`src/rtl/lfsr_rr_arbiter.sv`:
```
// lfsr_rr_arbiter: one Fibonacci LFSR shared by NREQ requesters.
// Round-robin grant, bursts of up to BURST words, guarded seed-load path.
module lfsr_rr_arbiter #(
    parameter int unsigned   W     = 4,
    parameter logic [W-1:0]  TAPS  = 4'b0011,
    parameter logic [W-1:0]  SEED  = 'd1,
    parameter int unsigned   NREQ  = 4,
    parameter int unsigned   BURST = 4
) (
    input  logic            clk,
    input  logic            rst,
    input  logic [NREQ-1:0] req,
    output logic [NREQ-1:0] gnt,
    output logic            rnd_valid,
    output logic [W-1:0]    rnd_data,
    output logic            busy,
    input  logic            seed_we,
    input  logic [W-1:0]    seed_data,
    output logic            seed_ready,
    output logic            seed_err
);

    localparam int unsigned PW = (NREQ > 1) ? $clog2(NREQ) : 1;
    localparam int unsigned BW = $clog2(BURST + 1);

    typedef enum logic [1:0] {
        ST_IDLE,
        ST_SERVE,
        ST_SEED
    } state_t;

    state_t          state_q;
    logic [W-1:0]    lfsr_q;
    logic [W-1:0]    seed_q;
    logic [PW-1:0]   ptr_q;
    logic [PW-1:0]   winner_q;
    logic [BW-1:0]   beat_q;
    logic [NREQ-1:0] gnt_q;
    logic            seed_err_q;

    logic [W-1:0]    lfsr_step;
    logic [W-1:0]    lfsr_d;
    logic [PW-1:0]   winner_d;
    logic            win_found;
    logic [PW:0]     cand;
    logic [PW-1:0]   ptr_d;
    logic [BW-1:0]   beat_d;
    logic            last_beat;

    // Next LFSR word; an all-zero result would lock up, so fall back to SEED.
    always_comb begin
        lfsr_step = {^(lfsr_q & TAPS), lfsr_q[W-1:1]};
        lfsr_d    = (lfsr_step == '0) ? SEED : lfsr_step;
    end

    // Round-robin pick: first set request scanning ptr, ptr+1, ... modulo NREQ.
    always_comb begin
        win_found = 1'b0;
        winner_d  = '0;
        cand      = '0;
        for (int unsigned i = 0; i < NREQ; i++) begin
            cand = {1'b0, ptr_q} + (PW+1)'(i);
            if (cand >= (PW+1)'(NREQ)) begin
                cand = cand - (PW+1)'(NREQ);
            end
            if (!win_found && req[cand[PW-1:0]]) begin
                win_found = 1'b1;
                winner_d  = cand[PW-1:0];
            end
        end
    end

    // Pointer successor of the current winner and burst beat bookkeeping.
    always_comb begin
        ptr_d     = (winner_q == PW'(NREQ - 1)) ? '0 : winner_q + PW'(1);
        beat_d    = beat_q + BW'(1);
        last_beat = (beat_d == BW'(BURST));
    end

    // Arbiter FSM with registered grant, pointer, LFSR and seed error pulse.
    always_ff @(posedge clk or negedge rst) begin
        if (!rst) begin
            state_q    <= ST_IDLE;
            lfsr_q     <= SEED;
            seed_q     <= SEED;
            ptr_q      <= '0;
            winner_q   <= '0;
            beat_q     <= '0;
            gnt_q      <= '0;
            seed_err_q <= 1'b0;
        end else begin
            seed_err_q <= 1'b0;
            case (state_q)
                ST_IDLE: begin
                    if (seed_we) begin
                        seed_q     <= seed_data;
                        // Raised here so the pulse coincides with the SEED cycle.
                        seed_err_q <= (seed_data == '0);
                        state_q    <= ST_SEED;
                    end else if (win_found) begin
                        winner_q <= winner_d;
                        gnt_q    <= NREQ'(1) << winner_d;
                        beat_q   <= '0;
                        state_q  <= ST_SERVE;
                    end
                end
                ST_SERVE: begin
                    if (req[winner_q]) begin
                        lfsr_q <= lfsr_d;
                        beat_q <= beat_d;
                        if (last_beat) begin
                            gnt_q   <= '0;
                            ptr_q   <= ptr_d;
                            state_q <= ST_IDLE;
                        end
                    end else begin
                        gnt_q   <= '0;
                        ptr_q   <= ptr_d;
                        state_q <= ST_IDLE;
                    end
                end
                ST_SEED: begin
                    lfsr_q  <= (seed_q == '0) ? SEED : seed_q;
                    state_q <= ST_IDLE;
                end
                default: begin
                    state_q <= ST_IDLE;
                end
            endcase
        end
    end

    assign gnt        = gnt_q;
    assign rnd_data   = lfsr_q;
    assign rnd_valid  = (state_q == ST_SERVE) && req[winner_q];
    assign seed_ready = (state_q == ST_IDLE);
    assign busy       = (state_q != ST_IDLE);
    assign seed_err   = seed_err_q;

endmodule

```
`config.mk`:
```
export PLATFORM = sky130hd
export DESIGN_NAME = lfsr_rr_arbiter
export DESIGN_NICKNAME = d
export VERILOG_FILES = /design/src/rtl/lfsr_rr_arbiter.sv
export SDC_FILE = /design/constraint.sdc
export NUM_CORES = 1
export LEC_CHECK = 0
export ABC_AREA = 0
export BUFFER_PORTS_ARGS = -buffer_cell sky130_fd_sc_hd__buf_2
export CAP_MARGIN = 10
export CORE_UTILIZATION = 59
export CTS_BUF_LIST = sky130_fd_sc_hd__clkbuf_8
export CTS_CLUSTER_DIAMETER = 150
export DETAILED_ROUTE_END_ITERATION = 7
export PLACE_DENSITY = 0.83
export SLEW_MARGIN = 15
export SYNTH_ARGS = -nofsm -noshare
export SYNTH_HDL_FRONTEND = slang
export SYNTH_SLANG_ARGS = --single-unit
```
`constraint.sdc`:
```
create_clock -name clk -period 3.06 [get_ports clk]
set_input_delay 0.459 -clock clk [delete_from_list [all_inputs] [get_ports clk]]
set_output_delay 0.459 -clock clk [all_outputs]
set_load 0.02 [all_outputs]
```
==> impl_results.rst <==
.. list-table::
   :header-rows: 1

   * - Metric
     - Value
   * - Number of ports placed on the die boundary
     - 23
   * - Outcome
     - finished, final reports clean
   * - Type of element launching the critical path
     - flip-flop
   * - Actual slew at the worst max-slew pin
     - 0.632 ns
   * - Top cells by area, synth
     - sky130_fd_sc_hd__dfrtp_1 46%, sky130_fd_sc_hd__mux2_2 6.3%, sky130_fd_sc_hd__dfstp_2 4.9%
   * - Post-synth top area cell
     - sky130_fd_sc_hd__dfrtp_1
   * - Pin count of the biggest net entering global routing
     - 23
   * - Critical path type
     - flip-flop to primary output
   * - Layout Nets
     - 142
   * - Share of the yosys chip area belonging to registers
     - 51.2%
   * - Horizontal die dimension
     - 44.8 um
   * - Worst setup skew after layout
     - 0.00287 ns
   * - Signed area change from the synthesized netlist to the final layout
     - 18.2%
   * - Min Tclk post-route
     - 2.21 ns
   * - Total wire length after detailed routing
     - 2.22 mm
   * - Die outline area
     - 2010 um2
   * - Register clock-pin slew on the reported worst setup and hold paths
     - 0.08 ns
   * - Crit. End Element
     - primary output
   * - Clock tree sinks
     - 22
   * - CTS tree
     - built
   * - Data arrival time of the worst path
     - 1.75 ns
   * - Adder and majority cell fraction of the synthesized area
     - 3.48%
   * - Placeable Area
     - 1730 um2
   * - Crit path required time
     - 2.60 ns
   * - Final weighted congestion in routability-driven placement
     - 0.883
   * - Final ANT Viol Nets
     - 0
   * - Global routing met1 resource utilization
     - 33.2%
   * - Number of synthesized flops with an enable pin
     - 0
   * - Rel. slew slack
     - 56.8%
   * - Per-cell routed wire length
     - 14.6 um
   * - Share of the synthesized netlist area taken by xor and xnor gates
     - 0.811%
   * - Number of global-route vias before repair
     - 861
   * - Clock network latency to the later pin of the worst-skew pair
     - 0.27 ns
   * - Final Hold Violating Endpoints
     - 0
   * - Inserted Clock Buffers
     - 3
   * - Routed via count divided by cell count
     - 5.77
   * - Most used flip-flop cell after synthesis
     - sky130_fd_sc_hd__dfrtp_1
   * - Pwr/cell area
     - 1010 nW/um2
   * - Total negative slack for setup checks
     - 0 ns
   * - Largest fanout on the critical path
     - 7
   * - Drt pass-1 iters
     - 4
   * - Total of cells resized after clock tree synthesis
     - 0
   * - Synthesized netlist net count
     - 115
   * - #FFs+latches synth
     - 22
   * - Area share of and/or/nand/nor cells after synthesis
     - 14.5%
   * - Global-route track usage on met3
     - 8.80%
   * - Period utilization
     - 72.1%
   * - Number of buffers on the longest clock path
     - 2
   * - Yosys cell types
     - 31
   * - Number of antenna violations at the first check in global routing
     - 0
   * - Synth Area in Compound Gates
     - 19.2%
   * - Initial core utilization
     - 62.5%
   * - CP Cell Sequence
     - mux4_2 > nand2_1 > inv_1 > buf_2
   * - Global Route met2 Usage
     - 42.1%
   * - Diodes inserted
     - 0
   * - Proportion of netlist area held by the largest area contributor
     - 46.3%
   * - Depth of the CTS H-tree
     - 1
   * - Instance count of the mapped netlist
     - 101
   * - Hold Path Class
     - primary input to asynchronous set/reset pin
   * - Multiplexer area fraction after synthesis
     - 8.34%
   * - Total instance count after detailed placement
     - 148
   * - Average size of a mapped cell
     - 10.7 um2
   * - Post-layout instance count excluding filler cells
     - 152
   * - Most Crowded Layer GR
     - met2
   * - Row Count
     - 15
   * - Initial detailed-routing violation count
     - 18
   * - Vias after detailed routing
     - 877
   * - Number of buffer cells added on primary ports
     - 22
   * - Biggest cell delay along the critical path
     - 0.57 ns
   * - # Post-CTS Setup Buffers
     - 0
   * - Die outline height
     - 44.8 um
   * - Total track usage
     - 26.7%
   * - Final number of setup-violating endpoints
     - 0
   * - Cts-stage hold buffer count
     - 0
   * - Final Slew Violations
     - 0
   * - Post-synthesis cell area
     - 1080 um2
   * - Max-capacitance violation count
     - 0
   * - Dominant combinational cell family by area after synthesis
     - compound AO/OA/AOI/OAI gates
   * - Global route total overflow
     - 0
   * - Fraction of final layout cells with drive strength greater than 1
     - 28.3%
   * - Fillers
     - 126
   * - Ys async rst share
     - 100%
   * - Clock root buffer master
     - sky130_fd_sc_hd__clkbuf_8
   * - Drc violations
     - 0
   * - Maximum achievable frequency
     - 453 MHz
   * - Wire length of the first global-routing pass
     - 3.73 mm
   * - Slowest stage cell, crit path
     - sky130_fd_sc_hd__mux4_2
   * - Total leakage power
     - 0.629 nW
   * - RSZ-0062 raised after global routing
     - no
   * - DP Wirelength
     - 1.64 mm
   * - Maximum ir drop on the vdd rail
     - 0.617 mV
   * - Total of warnings raised by yosys
     - 0
==> power by group <==
part,internal [mW],switching (mW)
Clock,0.115,0.0933
Sequential,0.424,0.116
Combinational,0.234,0.305
Total,0.773,0.515
==> state kept, by name, indices dropped and copies added, names as in the netlist <==
| register | flops |
|---|---|
| beat_q | 3 |
| state_q | 2 |
| winner_q | 2 |
| rnd_data | 4 |
| seed_err | 1 |
| ptr_q | 2 |
| seed_q | 4 |
| gnt | 4 |
==> routing by layer <==
| metal | part of all wire (%) | vias up |
|---|---|---|
| li1 | - | 420 |
| met1 | 44 | 432 |
| met2 | 50 | 20 |
| met3 | 4.0 | 5 |
| met4 | 1.9 | 0 |
| met5 | 0 | - |
==> cell usage in the layout (no fill, tap or decap), types with 2 or more instances in the layout <==
cell type	synthesis	final
sky130_fd_sc_hd__buf_2	0	22
sky130_fd_sc_hd__dfrtp_1	20	20
sky130_fd_sc_hd__nand2_1	10	10
sky130_fd_sc_hd__inv_1	7	7
sky130_fd_sc_hd__o21ai_0	6	6
sky130_fd_sc_hd__mux2_2	6	6
sky130_fd_sc_hd__nor2_1	5	5
sky130_fd_sc_hd__a21oi_1	5	5
sky130_fd_sc_hd__nand3_1	4	4
sky130_fd_sc_hd__clkbuf_8	0	4
sky130_fd_sc_hd__nor2b_1	3	3
sky130_fd_sc_hd__nor3_1	3	3
sky130_fd_sc_hd__nand2b_1	3	3
sky130_fd_sc_hd__a22o_1	3	3
sky130_fd_sc_hd__ha_1	3	3
sky130_fd_sc_hd__or4_1	2	2
sky130_fd_sc_hd__o21bai_1	2	2
sky130_fd_sc_hd__o21a_1	2	2
sky130_fd_sc_hd__o2bb2ai_1	2	2
sky130_fd_sc_hd__dfstp_2	2	2
==> synth_stat cells (all sizes together) (2+ instances only) <==
cell type	count
dfrtp	20
nand2	10
inv	7
mux2	6
o21ai	6
a21oi	5
nor2	5
nand3	4
a22o	3
ha	3
nand2b	3
nor2b	3
nor3	3
dfstp	2
o21a	2
o21bai	2
o2bb2ai	2
or4	2
==> through the flow <==
stage	setup WS (ns)	utilization [%]	area (um2)	power (mW)	hold slack (ns)
after detailed placement	1.00	70.7	1220	1.08	0.441
after global routing	0.755	73.9	1280	1.38	0.172
after CTS	0.861	73.9	1280	1.29	0.151
final	0.854	73.9	1280	1.29	0.140
after floorplan	1.29	-	1080	0.909	0.163
after global placement	1.02	70.7	1220	1.06	0.434
==> final cells by class <==
type	instances	area [um2]	area share [%]
tap	25	31.3	2.45
clock buffer	4	55.1	4.31
timing repair buffer	22	110	8.63
sequential	22	553	43.3
multi-input combinational	72	500	39.2
inverter	7	26.3	2.06
==> worst max-delay path: cells and delay by family, from the launching register on <==
family        cells  cell delay (ns)
simple gates      1             0.20
mux               1             0.57
flops             1             0.42
buf+inv           2             0.30
==> cells by family (layout without fill, tap and decap cells) <==
group | count (synthesis) | after routing
DFF | 22 | 22
adders and majority gates | 3 | 3
muxes | 7 | 7
AOI/OAI and AO/OA | 29 | 29
buffers and inverters | 7 | 33
xor gates and xnor gates | 1 | 1
and+or+nand+nor | 32 | 32
==> worst paths after layout <==
kind | start | slack (ns) | cells after the start | end
max | winner_q[0] | 0.85 | 4 | rnd_valid
min | rst | 0.14 | 1 | beat_q[0]
max reg2reg | beat_q[0] | 1.22 | 5 | gnt[2]
min reg2reg | beat_q[2] | 0.50 | 1 | beat_q[2]
max in group asynchronous | rst | 2.57 | 1 | seed_q[0]
min in group clk | seed_data[1] | 0.44 | 2 | seed_q[1]
Power figures use the tool's default switching activity.
